## config.mk

```make
export PLATFORM = sky130hd
export DESIGN_NAME = fetch_sequencer
export DESIGN_NICKNAME = d
export VERILOG_FILES = /design/src/rtl/vproc_pkg.sv /design/src/rtl/fetch_buf2.sv /design/src/rtl/fetch_sequencer.sv
export SDC_FILE = /design/constraint.sdc
export NUM_CORES = 1
export LEC_CHECK = 0
export BUFFER_PORTS_ARGS = -buffer_cell sky130_fd_sc_hd__buf_2
export CORE_MARGIN = 4
export CORE_UTILIZATION = 35
export DETAILED_ROUTE_END_ITERATION = 12
export GPL_TIMING_DRIVEN = 0
export SYNTH_ARGS = -nofsm -noshare
export SYNTH_HDL_FRONTEND = slang
export SYNTH_SLANG_ARGS = --single-unit
```

## constraint.sdc

```tcl
create_clock -name clk -period 5.76 [get_ports clk]
set_clock_uncertainty 0.1 [all_clocks]
set_input_delay 1.152 -clock clk [delete_from_list [all_inputs] [get_ports clk]]
set_output_delay 1.152 -clock clk [all_outputs]
set_load 0.01 [all_outputs]
```

## src/rtl/vproc_pkg.sv

```systemverilog
// Shared types and constants for the vector processor front end.
//   state_t       : fetch FSM encoding (IDLE=0, FETCH=1, FULL=2, HALTED=3)
//   fetch_entry_t : one fetch buffer entry {pc, instr}
package vproc_pkg;

    localparam int unsigned INSTR_W       = 32;
    localparam int unsigned ADDR_W        = 32;
    localparam int unsigned ROM_WORDS_DEF = 64;
    localparam int unsigned ROM_BYTES     = 4 * ROM_WORDS_DEF;

    localparam logic [INSTR_W-1:0] NOP = INSTR_W'(0);

    typedef enum logic [1:0] {
        ST_IDLE   = 2'd0,
        ST_FETCH  = 2'd1,
        ST_FULL   = 2'd2,
        ST_HALTED = 2'd3
    } state_t;

    typedef struct packed {
        logic [ADDR_W-1:0]  pc;
        logic [INSTR_W-1:0] instr;
    } fetch_entry_t;

endpackage

```

## src/rtl/fetch_buf2.sv

```systemverilog
// Two-entry FIFO of {pc, instr} with a registered head.
//   push/push_entry : write one entry (allowed when full only together with pop)
//   pop             : drop the head entry
//   flush           : empty the buffer, overrides push and pop
//   head/head_valid : registered copy of the oldest entry and its valid flag
//   count           : number of buffered entries (0..2)
module fetch_buf2
    import vproc_pkg::*;
(
    input  logic         clk,
    input  logic         rst_n,
    input  logic         push,
    input  fetch_entry_t push_entry,
    input  logic         pop,
    input  logic         flush,
    output fetch_entry_t head,
    output logic         head_valid,
    output logic [1:0]   count
);

    fetch_entry_t mem_q [2];
    fetch_entry_t mem_d [2];
    logic         wr_ptr_q, wr_ptr_d;
    logic         rd_ptr_q, rd_ptr_d;
    logic [1:0]   count_q, count_d;
    fetch_entry_t head_q, head_d;
    logic         head_valid_q, head_valid_d;

    // Pointer/count update; the head register is loaded from the post-update
    // storage so the new head is visible the cycle after it is pushed.
    always_comb begin
        mem_d    = mem_q;
        wr_ptr_d = wr_ptr_q;
        rd_ptr_d = rd_ptr_q;
        count_d  = count_q;
        head_d   = head_q;
        if (flush) begin
            wr_ptr_d = 1'b0;
            rd_ptr_d = 1'b0;
            count_d  = 2'd0;
        end else begin
            if (push) begin
                mem_d[wr_ptr_q] = push_entry;
                wr_ptr_d        = ~wr_ptr_q;
            end
            if (pop) begin
                rd_ptr_d = ~rd_ptr_q;
            end
            count_d = count_q + 2'(push) - 2'(pop);
        end
        head_valid_d = (count_d != 2'd0);
        if (head_valid_d) begin
            head_d = mem_d[rd_ptr_d];
        end
    end

    always_ff @(posedge clk or negedge rst_n) begin
        if (!rst_n) begin
            mem_q[0]     <= '0;
            mem_q[1]     <= '0;
            wr_ptr_q     <= 1'b0;
            rd_ptr_q     <= 1'b0;
            count_q      <= 2'd0;
            head_q       <= '0;
            head_valid_q <= 1'b0;
        end else begin
            mem_q        <= mem_d;
            wr_ptr_q     <= wr_ptr_d;
            rd_ptr_q     <= rd_ptr_d;
            count_q      <= count_d;
            head_q       <= head_d;
            head_valid_q <= head_valid_d;
        end
    end

    assign head       = head_q;
    assign head_valid = head_valid_q;
    assign count      = count_q;

endmodule

```

## src/rtl/fetch_sequencer.sv

```systemverilog
// Instruction fetch controller for the combinational instruction ROM.
//   rom_address/rom_data            : ROM port (address = current pc)
//   instr/instr_pc/instr_valid/ready: decode handshake, head of fetch buffer
//   redirect_valid/redirect_target  : branch redirect, flushes the buffer
//   halt                            : suspend fetching while high
//   wrap_err/align_err              : sticky error flags
//   state                           : FSM state for debug
module fetch_sequencer
    import vproc_pkg::*;
#(
    parameter logic [31:0]  BASE_ADDRESS = 32'h0000_0000,
    parameter int unsigned  ROM_WORDS    = ROM_WORDS_DEF
) (
    input  logic        clk,
    input  logic        rst_n,
    output logic [31:0] rom_address,
    input  logic [31:0] rom_data,
    output logic [31:0] instr,
    output logic [31:0] instr_pc,
    output logic        instr_valid,
    input  logic        instr_ready,
    input  logic        redirect_valid,
    input  logic [31:0] redirect_target,
    input  logic        halt,
    output logic        wrap_err,
    output logic        align_err,
    output logic [1:0]  state
);

    localparam logic [ADDR_W-1:0] WIN_BYTES = ADDR_W'(4 * ROM_WORDS);
    localparam logic [ADDR_W-1:0] LAST_PC   = BASE_ADDRESS + WIN_BYTES - ADDR_W'(4);

    state_t            state_q, state_d;
    logic [ADDR_W-1:0] pc_q, pc_d;
    logic              wrap_err_q, wrap_err_d;
    logic              align_err_q, align_err_d;

    logic              push, pop, flush;
    fetch_entry_t      push_entry, head;
    logic              head_valid;
    logic [1:0]        count;
    logic [ADDR_W-1:0] target_al, target_off;

    fetch_buf2 u_buf (
        .clk        (clk),
        .rst_n      (rst_n),
        .push       (push),
        .push_entry (push_entry),
        .pop        (pop),
        .flush      (flush),
        .head       (head),
        .head_valid (head_valid),
        .count      (count)
    );

    assign pop        = head_valid & instr_ready;
    assign push_entry = '{pc: pc_q, instr: rom_data};
    assign target_al  = {redirect_target[31:2], 2'b00};
    assign target_off = target_al - BASE_ADDRESS;

    // Next state, pc and error flags; redirect wins over every state and halt.
    always_comb begin
        state_d     = state_q;
        pc_d        = pc_q;
        wrap_err_d  = wrap_err_q;
        align_err_d = align_err_q;
        push        = 1'b0;
        flush       = 1'b0;
        if (redirect_valid) begin
            flush   = 1'b1;
            state_d = ST_FETCH;
            if (target_off < WIN_BYTES) begin
                pc_d = target_al;
            end else begin
                pc_d       = BASE_ADDRESS;
                wrap_err_d = 1'b1;
            end
            if (redirect_target[1:0] != 2'b00) begin
                align_err_d = 1'b1;
            end
        end else begin
            case (state_q)
                ST_IDLE: state_d = ST_FETCH;
                ST_FETCH: begin
                    if (halt) begin
                        state_d = ST_HALTED;
                    end else if (count != 2'd2 || pop) begin
                        push = 1'b1;
                        if (pc_q == LAST_PC) begin
                            pc_d       = BASE_ADDRESS;
                            wrap_err_d = 1'b1;
                        end else begin
                            pc_d = pc_q + ADDR_W'(4);
                        end
                        if (count == 2'd1 && !pop) begin
                            state_d = ST_FULL;
                        end
                    end else begin
                        state_d = ST_FULL;
                    end
                end
                ST_FULL: begin
                    if (halt) begin
                        state_d = ST_HALTED;
                    end else if (pop) begin
                        state_d = ST_FETCH;
                    end
                end
                ST_HALTED: begin
                    if (!halt) begin
                        state_d = ST_FETCH;
                    end
                end
                default: state_d = ST_IDLE;
            endcase
        end
    end

    always_ff @(posedge clk or negedge rst_n) begin
        if (!rst_n) begin
            state_q     <= ST_IDLE;
            pc_q        <= BASE_ADDRESS;
            wrap_err_q  <= 1'b0;
            align_err_q <= 1'b0;
        end else begin
            state_q     <= state_d;
            pc_q        <= pc_d;
            wrap_err_q  <= wrap_err_d;
            align_err_q <= align_err_d;
        end
    end

    assign rom_address = pc_q;
    assign instr       = head.instr;
    assign instr_pc    = head.pc;
    assign instr_valid = head_valid;
    assign wrap_err    = wrap_err_q;
    assign align_err   = align_err_q;
    assign state       = state_q;

endmodule

```

* Yosys cells after proc, flatten, opt, wreduce, memory -nomap -nowiden
Index checks and enable logic that the tools add are counted.
Word-level totals: logic and storage cells 90, output and inout bits 101, flip-flop bits (word level) 233
Cells by class: mux-type cells 38, eq/ne operators 11, bitwise logic cells 5, $add $sub $neg 3, $lt $le $gt $ge 4, reduce and logical (&&, ||, !) cells 15
Operators by type and width (count):
- 128-bit two-way mux | 2
- 64-bit two-way mux | 4
- 32-bit two-way mux | 6
- 128-bit bitwise mux | 1
- 64-bit demux with 1-bit select | 1
- 32-bit by 3-bit adder with 32-bit output (second input constant) | 1
- 32-bit by 8-bit equality test with 1-bit output (second input constant) | 1
- 32-bit by 9-bit less-than comparator with 1-bit output (second input constant) | 1
- 2-bit two-way mux | 8
- 1-bit two-way mux | 15
- 2-bit nonzero test | 6
- 2-bit one-hot mux with 4 select lines | 1
- 2-bit inequality test (second input constant) | 3
- 3-bit AND reduction | 2
- 5-bit inequality test (second input constant) | 1
- 5-bit AND reduction | 1
- 2-bit by 1-bit equality test with 1-bit output (second input constant) | 2
- 2-bit equality test (second input constant) | 2
- 2-bit greater-or-equal comparator (second input constant) | 2
- 4-bit inequality test (second input constant) | 1
- 1-bit inverter with 2-bit output | 2
- 3-bit inequality test (second input constant) | 1
- 2-bit by 1-bit adder with 2-bit output | 1
- 1-bit logical AND | 2
- 8 further kinds | 9

* Longest topological paths before layout
Gate-level depths: netlist of the first run.
depth after elaboration 11, depth in mapped cells 13

* Modules after synthesis
From an unflattened synthesis of the first run, not the netlist that was laid out.
Unflattened totals: cells, all modules 816, area, all modules 10405.0 sq um
By module, submodules not included:
- fetch_buf2 | sequential area each 4929.7 sq um, area an instance 8166.6 sq um, cells each 569, times used 1
- fetch_sequencer | sequential area each 850.8 sq um, area an instance 2238.4 sq um, cells each 247, times used 1

* Worst setup path after synthesis of the first run
No wires, ideal clock.
path type input port to flip-flop, start input port instr_ready, end register u_buf.head_q, in the netlist u_buf.head[12], slack 2.413 ns, cell stages on the path 11, arrival time 3.110 ns, path through and2_1 > buf_4 > o211ai_1 > inv_1 > ha_1 > xor2_1 > xnor2_1 > o21bai_1 > clkbuf_1 > clkbuf_1 > a21oi_1
On the way: cells in the longest elaborated chain, start to end 11, elaborated cells between the ends (all ways) 18, classes of those cells 2 x add/sub; 12 x mux; 2 x bitwise; 2 x reduce/logical
RTL lines:
- from (decl) | RTL line fetch_sequencer.sv:21 | input logic instr_ready,
- 1-bit bitwise AND (*) | RTL line fetch_sequencer.sv:56 | assign pop = head_valid & instr_ready;
- branches (longest 10 deep; another with 2-bit by 1-bit adder with 2-bit output)
- to (signal assigned) | RTL line fetch_buf2.sv:64 | head_q <= '0;
- to (signal assigned) | RTL line fetch_buf2.sv:71 | head_q <= head_d;
- to (decl) | RTL line fetch_buf2.sv:26 | fetch_entry_t head_q, head_d;
Mark *: on every way between the ends. The select of a mux whose other input is x is not followed. A chain may end at the register's enable or synchronous reset.

* Worst setup path in the final report of the first run
start input port instr_ready, end register u_buf.head_q, in the netlist u_buf.head[21]
The elaborated chain is that of the path after synthesis.

==> impl_results.html, run 1 <==
<table>
<tr><th>Metric</th><th>Value</th></tr>
<tr><th colspan="2">Route</th></tr>
<tr><td>Remaining antenna violation count after routing</td><td>0</td></tr>
<tr><td>Post-DR vias/cell</td><td>4.96</td></tr>
<tr><td>Residual DRC</td><td>0</td></tr>
<tr><td>Via count</td><td>7032</td></tr>
<tr><td>Average routed wire per standard cell</td><td>about 18 µm</td></tr>
<tr><td>Post-detailed-routing wire length</td><td>25200 µm</td></tr>
<tr><td>DRC marker count from the first detailed-route iteration</td><td>approximately 330</td></tr>
<tr><td>Number of detailed-route iterations in the first pass</td><td>4</td></tr>
<tr><th colspan="2">Floorplan</th></tr>
<tr><td>Die width</td><td>around 180 µm</td></tr>
<tr><td>Ports placed on the boundary</td><td>170</td></tr>
<tr><td>Core area</td><td>28100 µm²</td></tr>
<tr><td>Number of placement rows</td><td>roughly 60</td></tr>
<tr><td>Height of the die</td><td>178 µm</td></tr>
<tr><td>Area enclosed by the die boundary</td><td>~32000 µm²</td></tr>
<tr><td>Initial cell density of the core</td><td>35.9%</td></tr>
<tr><th colspan="2">Synthesis</th></tr>
<tr><td>Syn_area_per_cell</td><td>12.3 µm²</td></tr>
<tr><td>Total number of yosys warnings</td><td>0</td></tr>
<tr><td>Complex-gate fraction of the synthesized area</td><td>under 10%</td></tr>
<tr><td>Post-synth EDFFs</td><td>0</td></tr>
<tr><td>Combinational family with the most area after synthesis</td><td>multiplexers</td></tr>
<tr><td>Number of cells produced by synthesis</td><td>823</td></tr>
<tr><td>Share of the synthesized netlist area taken by xor and xnor gates</td><td>0.694%</td></tr>
<tr><td>Seq cells post-synth</td><td>231</td></tr>
<tr><td>Count of unique library cells instantiated by Yosys</td><td>62</td></tr>
<tr><td>Synthesized cell area</td><td>between 10000 and 15000 µm²</td></tr>
<tr><td>Post-Synth Adder-Cell Area</td><td>0.744%</td></tr>
<tr><td>Share of the yosys chip area belonging to registers</td><td>approximately 57%</td></tr>
<tr><td>Post-Synth Simple-Gate Area</td><td>9.26%</td></tr>
<tr><td>Async set-reset flop share out of synthesis</td><td>between 90% and 100%</td></tr>
<tr><td>Multiplexer fraction of the synthesized cell area</td><td>20.6%</td></tr>
<tr><td>Prevailing post-synth register cell</td><td>sky130_fd_sc_hd__dfrtp_1</td></tr>
<tr><th colspan="2">Timing</th></tr>
<tr><td>Clock period minus worst slack</td><td>3.73 ns</td></tr>
<tr><td>Sum Neg Setup Slack</td><td>0 ns</td></tr>
<tr><td>Worst-case headroom to the max-slew limit</td><td>55.8%</td></tr>
<tr><td>Final setup violation count</td><td>0</td></tr>
<tr><td>Final Hold Violating Endpoints</td><td>0</td></tr>
<tr><td>Final slew viol count</td><td>0</td></tr>
<tr><td>Tightest hold margin</td><td>0.359 ns</td></tr>
<tr><td>Actual transition at the worst max-transition pin</td><td>0.661 ns</td></tr>
<tr><td>Max frequency</td><td>268 MHz</td></tr>
<tr><td>Ratio of final minimum period to clock period</td><td>64.8%</td></tr>
<tr><td>Setup repair after global routing missed its margin</td><td>no</td></tr>
<tr><th colspan="2">Final layout</th></tr>
<tr><td>Ant diodes</td><td>0</td></tr>
<tr><td>Filler instances</td><td>2744</td></tr>
<tr><td>Area taken by flip-flops and latches</td><td>5780 µm²</td></tr>
<tr><td>Area used by multi-input combinational logic</td><td>4010 µm²</td></tr>
<tr><td>Synth-to-Final Area Change</td><td>22.0%</td></tr>
<tr><td>Final-stage net count</td><td>between 1000 and 1500</td></tr>
<tr><td>Fraction of layout cells with a size suffix above 1</td><td>34.3%</td></tr>
<tr><td>Post-route core utilization</td><td>43.9%</td></tr>
<tr><th colspan="2">GRT</th></tr>
<tr><td>Overflow left after global routing</td><td>0</td></tr>
<tr><td>Combined global-route utilization of all metal layers</td><td>16.2%</td></tr>
<tr><td>Number of antenna violations at the first check in global routing</td><td>3</td></tr>
<tr><td>First-pass GRT wire length</td><td>41200 µm</td></tr>
<tr><td>Number of global-route vias before repair</td><td>7492</td></tr>
<tr><td>Maximum number of pins on one net before global-route repair</td><td>107</td></tr>
<tr><th colspan="2">Power and ir drop</th></tr>
<tr><td>Clock group share of total power</td><td>27.0%</td></tr>
<tr><td>Switching power share of the total</td><td>34.0%</td></tr>
<tr><td>Net load switching power</td><td>0.00203 W</td></tr>
<tr><td>Combinational share of power</td><td>33.7%</td></tr>
<tr><td>Leakage</td><td>approximately 5.7 nW</td></tr>
<tr><td>VDD IR max</td><td>0.310 mV</td></tr>
<tr><td>Internal power</td><td>0.00395 W</td></tr>
<tr><td>Relative contribution of sequential cells to total power</td><td>39.2%</td></tr>
<tr><td>Overall power of the completed layout</td><td>0.00598 W</td></tr>
<tr><td>Power density relative to cell area</td><td>approximately 490 nW/µm²</td></tr>
<tr><th colspan="2">Clock network</th></tr>
<tr><td>Clock latency on the worst-skew pair</td><td>0.52 ns</td></tr>
<tr><td>Clock tree root buffer cell</td><td>sky130_fd_sc_hd__clkbuf_16</td></tr>
<tr><td>H-Tree Level Count</td><td>1</td></tr>
<tr><td>Clock slew seen by the registers of the worst setup and hold paths</td><td>0.06 ns</td></tr>
<tr><td>TritonCTS clock tree</td><td>done</td></tr>
<tr><td>Clk sink count</td><td>~230</td></tr>
<tr><td>Maximum root-to-sink buffer count</td><td>3</td></tr>
<tr><td>Clock buffers created by TritonCTS</td><td>26</td></tr>
<tr><td>Hold buffer count at cts</td><td>0</td></tr>
<tr><td>Setup Buffers After CTS</td><td>0</td></tr>
<tr><td>Cells resized by post-CTS repair</td><td>0</td></tr>
<tr><th colspan="2">Placed design</th></tr>
<tr><td>HPWL after DPL</td><td>17400 µm</td></tr>
<tr><td>Gp weighted congestion</td><td>0.856</td></tr>
<tr><td>Port-buffer cells</td><td>167</td></tr>
<tr><th colspan="2">Hold path</th></tr>
<tr><td>Worst hold path class</td><td>register to register</td></tr>
<tr><th colspan="2">Flow run</th></tr>
<tr><td>Reported max-cap violation count</td><td>0</td></tr>
<tr><th colspan="2">Setup path</th></tr>
<tr><td>Largest fanout on the critical path</td><td>10</td></tr>
<tr><td>Worst stage delay on the critical path</td><td>0.53 ns</td></tr>
<tr><td>Kind of end point of the critical path</td><td>register</td></tr>
<tr><td>Slowest stage cell on the critical path</td><td>sky130_fd_sc_hd__clkbuf_1</td></tr>
<tr><td>Cells along the critical path</td><td>buf_2 &gt; and2_1 &gt; buf_4 &gt; o211ai_1 &gt; inv_1 &gt; ha_1 &gt; xor2_1 &gt; xnor2_1 &gt; o21bai_1 &gt; clkbuf_1 &gt; clkbuf_1 &gt; a21oi_1</td></tr>
<tr><td>Library cell appearing most often on the critical path</td><td>sky130_fd_sc_hd__clkbuf_1</td></tr>
<tr><td>Startpoint types</td><td>input port</td></tr>
<tr><td>Critical Setup Path Class</td><td>input port to register</td></tr>
<tr><td>WP data required</td><td>6.03 ns</td></tr>
<tr><td>Arr. time, crit path</td><td>4.01 ns</td></tr>
<tr><th colspan="2">Outcome</th></tr>
<tr><td>Outcome</td><td>complete, no violations</td></tr>
</table>
-- sequential cells by signal, summed over array words and instances (netlist names) --
register,flops
u_buf.head,64
u_buf.wr_ptr_q,1
u_buf.rd_ptr_q,1
state,2
u_buf.mem_q,128
u_buf.count,2
u_buf.head_valid,1
align_err,1
rom_address,30
wrap_err,1
-- cell usage in the layout (no fill, tap or decap), drive strengths merged, types with 6 or more instances in the layout --
master  count
a21oi      78
a31oi      18
and2        6
buf       203
clkbuf     53
clkinv      8
dfrtp     231
ha          6
inv         8
mux2      126
mux2i      66
nand2      22
nand2b      6
nand3      14
nand4       8
nor2       83
nor3       11
nor4       15
o21ai      19
-- cells in the mapped netlist (2+ instances only) --
cell type / count / area, µm²
sky130_fd_sc_hd__a21o_1: 2 / 15.0
sky130_fd_sc_hd__or3_1: 3 / 18.8
sky130_fd_sc_hd__nor2_1: 82 / 308
sky130_fd_sc_hd__a41oi_1: 2 / 17.5
sky130_fd_sc_hd__mux2i_1: 66 / 661
sky130_fd_sc_hd__xor2_1: 4 / 35.0
sky130_fd_sc_hd__nor4_1: 13 / 81.3
sky130_fd_sc_hd__buf_4: 16 / 120
sky130_fd_sc_hd__a221oi_1: 2 / 17.5
sky130_fd_sc_hd__o21a_1: 3 / 22.5
sky130_fd_sc_hd__nand2b_1: 6 / 37.5
sky130_fd_sc_hd__nor3_2: 4 / 40.0
sky130_fd_sc_hd__inv_1: 8 / 30.0
sky130_fd_sc_hd__nand3_1: 13 / 65.1
sky130_fd_sc_hd__a31oi_1: 18 / 113
sky130_fd_sc_hd__o31ai_1: 2 / 15.0
sky130_fd_sc_hd__clkbuf_2: 2 / 10.0
sky130_fd_sc_hd__nor2b_1: 2 / 12.5
sky130_fd_sc_hd__clkbuf_1: 16 / 60.1
sky130_fd_sc_hd__a21oi_1: 78 / 390
sky130_fd_sc_hd__dfrtp_1: 231 / 5780
sky130_fd_sc_hd__buf_1: 3 / 11.3
sky130_fd_sc_hd__mux2_1: 32 / 360
sky130_fd_sc_hd__and2_1: 6 / 37.5
sky130_fd_sc_hd__and3_1: 4 / 25.0
sky130_fd_sc_hd__nand2_1: 22 / 82.6
sky130_fd_sc_hd__xnor2_1: 4 / 35.0
sky130_fd_sc_hd__nand4_1: 7 / 43.8
sky130_fd_sc_hd__nor4_2: 2 / 25.0
sky130_fd_sc_hd__or4_1: 2 / 15.0
sky130_fd_sc_hd__o21ai_0: 18 / 90.1
sky130_fd_sc_hd__mux2_2: 94 / 1060
sky130_fd_sc_hd__nor3_1: 7 / 35.0
sky130_fd_sc_hd__buf_2: 15 / 75.1
sky130_fd_sc_hd__ha_1: 6 / 75.1
sky130_fd_sc_hd__o211ai_1: 2 / 15.0
-- cells by family (layout without fill, tap and decap cells) --
kind of cell,Yosys count,in the layout
multiplexers,192,192
buffers and inverters,61,276
XOR/XNOR,8,8
AND/OR/NAND/NOR,184,184
flip-flops,231,231
other,1,2
AO/OA/AOI/OAI,140,140
adder cells (fa/ha/maj),6,6
-- path summary, 6_finish.rpt --
path                            slack [ns]             end  cells past startpoint         from
worst max-delay path                  2.03  u_buf.head[21]                     12  instr_ready
worst min-delay path                  0.36       align_err                      1    align_err
worst max register to register        2.31  u_buf.head[21]                     12     state[1]
worst min register to register        0.36       align_err                      1    align_err
max in group asynchronous             3.95   u_buf.head[4]                      3        rst_n
min in group asynchronous             0.41  u_buf.head[42]                      1        rst_n
-- power groups by stage --
stage | Sequential, W | Clock, W | Combinational [W]
after detailed placement | 0.00238 | 0 | 0.00206
after global routing | 0.00241 | 0.00175 | 0.00228
after floorplan | 0.00247 | 0 | 0.00122
after CTS | 0.00236 | 0.00168 | 0.00207
final | 0.00235 | 0.00162 | 0.00202
after global placement | 0.00237 | 0 | 0.00202
-- critical path: cells and delay by family --
family	cells	cell delay, ns
AO/OA/AOI/OAI	3	0.84
XOR/XNOR	2	0.30
adder cells (fa/ha/maj)	1	0.23
buffers and inverters	5	1.36
AND/OR/NAND/NOR	1	0.13
-- stage by stage --
step                      cell area (µm²)  setup WS [ns]  cells
final                               12300           2.03   1417
after global routing                12300           1.83   1417
after CTS                           12300           2.00   1417
after detailed placement            11500           1.51   1371
after global placement              11400         -0.771   1369
after floorplan                     10100           2.41    824
-- layout make-up --
| type | instances | area share [%] |
|---|---|---|
| Sequential cell | 231 | 46.9 |
| Multi-Input combinational cell | 532 | 32.5 |
| Timing Repair Buffer | 169 | 7.31 |
| Clock buffer | 35 | 6.14 |
| Tap cell | 378 | 3.84 |
| Buffer | 52 | 2.24 |
| Clock inverter | 11 | 0.741 |
| Inverter | 9 | 0.274 |
-- metal layers --
layer | share of wire [%] | vias to the layer above | global-route usage [%] | wire length [µm]
met5 | 0.11 | - | 0 | 28
met4 | 2.0 | 6 | 3.29 | 495
met3 | 5.8 | 40 | 4.05 | 1450
met2 | 47 | 151 | 26.8 | 11800
met1 | 45 | 3483 | 21.8 | 11400
li1 | - | 3352 | - | -
(Power assumes the default switching activity.)
==> inputs of run 2 (changes only) <==
- clock period: 5.76 -> 3.25 ns (I/O delays scaled with it)
==> impl_results.html, run 2 (synthesis results as in run 1) <==
<table>
<tr><th>Metric</th><th>Value</th></tr>
<tr><th colspan="2">Clock network</th></tr>
<tr><td>Clock latency on the worst-skew pair</td><td>roughly 0.53 ns</td></tr>
<tr><td>Clock buffers created by TritonCTS</td><td>26</td></tr>
<tr><td>Maximum root-to-sink buffer count</td><td>3</td></tr>
<tr><td>H-Tree Level Count</td><td>1</td></tr>
<tr><td>Clock slew seen by the registers of the worst setup and hold paths</td><td>0.06 ns</td></tr>
<tr><td>Clock tree root buffer cell</td><td>sky130_fd_sc_hd__clkbuf_16</td></tr>
<tr><td>Clk sink count</td><td>231</td></tr>
<tr><td>TritonCTS clock tree</td><td>done</td></tr>
<tr><th colspan="2">GRT</th></tr>
<tr><td>Maximum number of pins on one net before global-route repair</td><td>107</td></tr>
<tr><td>Combined global-route utilization of all metal layers</td><td>16.2%</td></tr>
<tr><td>Number of antenna violations at the first check in global routing</td><td>3</td></tr>
<tr><td>First-pass GRT wire length</td><td>41200 µm</td></tr>
<tr><td>Number of global-route vias before repair</td><td>7485</td></tr>
<tr><td>Overflow left after global routing</td><td>0</td></tr>
<tr><th colspan="2">Final layout</th></tr>
<tr><td>Final cell count without fillers</td><td>1418</td></tr>
<tr><td>Register with the highest flop count</td><td>u_buf.mem_q</td></tr>
<tr><td>Synth-to-Final Area Change</td><td>22.3%</td></tr>
<tr><td>Most common cell after layout, fill and taps aside</td><td>sky130_fd_sc_hd__dfrtp_1</td></tr>
<tr><td>Filler instances</td><td>2742</td></tr>
<tr><td>Ant diodes</td><td>0</td></tr>
<tr><td>Area taken by flip-flops and latches</td><td>5780 µm²</td></tr>
<tr><td>Final-stage net count</td><td>about 1100</td></tr>
<tr><td>Fraction of layout cells with a size suffix above 1</td><td>35.4%</td></tr>
<tr><td>Number of flip-flops in the largest register</td><td>around 130</td></tr>
<tr><td>Most used cells in the layout excluding fill and tap cells</td><td>231 x sky130_fd_sc_hd__dfrtp_1, 185 x sky130_fd_sc_hd__buf_2, 94 x sky130_fd_sc_hd__mux2_2</td></tr>
<tr><td>Area used by multi-input combinational logic</td><td>4010 µm²</td></tr>
<tr><td>Post-route core utilization</td><td>44.0%</td></tr>
<tr><th colspan="2">Setup path</th></tr>
<tr><td>Startpoint types</td><td>register</td></tr>
<tr><td>Worst reg-to-reg path cell count</td><td>13</td></tr>
<tr><td>Reg-to-Reg End</td><td>u_buf.head[28]</td></tr>
<tr><td>Largest fanout on the critical path</td><td>10</td></tr>
<tr><td>Critical Setup Path Class</td><td>register to register</td></tr>
<tr><td>WP data required</td><td>3.59 ns</td></tr>
<tr><td>Reg-to-Reg Start</td><td>state[1]</td></tr>
<tr><td>Kind of end point of the critical path</td><td>register</td></tr>
<tr><td>Slack of the worst reg-to-reg path</td><td>0.41 ns</td></tr>
<tr><td>Arr. time, crit path</td><td>3.18 ns</td></tr>
<tr><th colspan="2">Timing</th></tr>
<tr><td>Setup repair after global routing missed its margin</td><td>no</td></tr>
<tr><td>Actual transition at the worst max-transition pin</td><td>between 0.6 and 0.7 ns</td></tr>
<tr><td>Max frequency</td><td>352 MHz</td></tr>
<tr><td>Clock period minus worst slack</td><td>2.84 ns</td></tr>
<tr><td>Worst-case headroom to the max-slew limit</td><td>56.0%</td></tr>
<tr><td>Final slew viol count</td><td>0</td></tr>
<tr><td>Ratio of final minimum period to clock period</td><td>between 80% and 90%</td></tr>
<tr><td>Final setup violation count</td><td>0</td></tr>
<tr><td>Final Hold Violating Endpoints</td><td>0</td></tr>
<tr><td>Tightest hold margin</td><td>0.267 ns</td></tr>
<tr><th colspan="2">Route</th></tr>
<tr><td>Remaining antenna violation count after routing</td><td>0</td></tr>
<tr><td>Average routed wire per standard cell</td><td>17.8 µm</td></tr>
<tr><td>Number of detailed-route iterations in the first pass</td><td>4</td></tr>
<tr><td>Residual DRC</td><td>0</td></tr>
<tr><td>Post-DR vias/cell</td><td>~5.0</td></tr>
<tr><td>Via count</td><td>7046</td></tr>
<tr><td>DRC marker count from the first detailed-route iteration</td><td>around 330</td></tr>
<tr><td>Post-detailed-routing wire length</td><td>between 20000 and 30000 µm</td></tr>
<tr><th colspan="2">Floorplan</th></tr>
<tr><td>Initial cell density of the core</td><td>35.9%</td></tr>
<tr><td>Die width</td><td>roughly 180 µm</td></tr>
<tr><td>Core area</td><td>28100 µm²</td></tr>
<tr><td>Ports placed on the boundary</td><td>170</td></tr>
<tr><td>Height of the die</td><td>178 µm</td></tr>
<tr><td>Number of placement rows</td><td>between 60 and 70</td></tr>
<tr><td>Area enclosed by the die boundary</td><td>31600 µm²</td></tr>
<tr><th colspan="2">Power and ir drop</th></tr>
<tr><td>Power density relative to cell area</td><td>around 860 nW/µm²</td></tr>
<tr><td>Leakage</td><td>5.73 nW</td></tr>
<tr><td>VDD IR max</td><td>0.528 mV</td></tr>
<tr><th colspan="2">Outcome</th></tr>
<tr><td>Outcome</td><td>complete, no violations</td></tr>
<tr><th colspan="2">Placed design</th></tr>
<tr><td>HPWL after DPL</td><td>17400 µm</td></tr>
<tr><td>Instance count after placement with tap cells included</td><td>around 1400</td></tr>
<tr><td>Port-buffer cells</td><td>167</td></tr>
<tr><td>Gp weighted congestion</td><td>approximately 0.86</td></tr>
<tr><th colspan="2">Hold path</th></tr>
<tr><td>Worst hold path class</td><td>input port to register</td></tr>
<tr><td>Endpoint of the worst hold path</td><td>rom_address[4]</td></tr>
<tr><td>Start point of the worst hold path</td><td>redirect_target[4]</td></tr>
<tr><td>Hold Path Cell Cnt</td><td>3</td></tr>
<tr><th colspan="2">Flow run</th></tr>
<tr><td>Reported max-cap violation count</td><td>0</td></tr>
</table>
[run 2: through the flow]
| step | TNS [ns] | instance area [µm²] | total power (W) | setup slack, ns |
|---|---|---|---|---|
| after floorplan | 0 | 10100 | 0.00654 | 0.405 |
| after global placement | -654.69 | 11400 | 0.00778 | -2.78 |
| after detailed placement | -21.58 | 11500 | 0.00787 | -0.495 |
| after CTS | 0 | 12300 | 0.0108 | 0.0836 |
| after global routing | 0 | 12300 | 0.0114 | 0.156 |
| final | 0 | 12300 | 0.0106 | 0.411 |
[run 2: worst max-delay path, stage by stage (launching register included)]
cell	delay, ns
sky130_fd_sc_hd__dfrtp_1	0.40
sky130_fd_sc_hd__inv_1	0.06
sky130_fd_sc_hd__ha_1	0.20
sky130_fd_sc_hd__and2b_2	0.26
sky130_fd_sc_hd__o211ai_1	0.14
sky130_fd_sc_hd__inv_1	0.07
sky130_fd_sc_hd__ha_1	0.21
sky130_fd_sc_hd__xor2_1	0.15
sky130_fd_sc_hd__xnor2_1	0.15
sky130_fd_sc_hd__o21bai_1	0.25
sky130_fd_sc_hd__buf_4	0.26
sky130_fd_sc_hd__clkbuf_2	0.29
sky130_fd_sc_hd__nor2_1	0.07
sky130_fd_sc_hd__a21oi_1	0.13
[run 2: power breakdown]
group	leakage (nW)	total, W	internal (W)	switching [W]
Sequential	2.93	0.00416	0.00381	0.000351
Combinational	2.39	0.00361	0.00152	0.00209
Clock	0.414	0.00287	0.00170	0.00117
Total	5.73	0.0106	0.00703	0.00361
[run 2: worst max-delay path by stage]
stage	from	depth (start not counted)	end
finish	state[1]	13	u_buf.head[28]
CTS	state[1]	13	u_buf.head[28]
global placement	rst_n	1	u_buf.mem_q[74]
global route	state[1]	13	u_buf.head[62]
detailed placement	instr_ready	12	u_buf.head[14]
floorplan	instr_ready	11	u_buf.head[12]
[run 2: area by class of cell]
| cell class | count | area share [%] |
|---|---|---|
| Multi-Input combinational cell | 532 | 32.4 |
| Timing Repair Buffer | 171 | 7.44 |
| Inverter | 9 | 0.274 |
| Clock buffer | 35 | 6.12 |
| Tap cell | 378 | 3.83 |
| Sequential cell | 231 | 46.8 |
| Clock inverter | 11 | 0.740 |
| Buffer | 51 | 2.34 |
[run 2: per-layer routing]
metal | wire (µm) | up-vias | share of wire (%) | track usage (%)
met5 | 34 | - | 0.13 | 0
met4 | 517 | 6 | 2.0 | 3.29
met3 | 1450 | 41 | 5.7 | 4.05
met2 | 11800 | 159 | 47 | 26.7
met1 | 11500 | 3492 | 45 | 21.8
li1 | - | 3348 | - | -
[run 2: repair_timing]
| action | 4_1_cts | 5_1_grt |
|---|---|---|
| gates resized for setup | 11 | 4 |
| hold buffers | 1 | 0 |
| endpoints found under the hold margin | 45 | 0 |
| setup buffers | 0 | 1 |
| setup endpoints to repair | 58 | 64 |
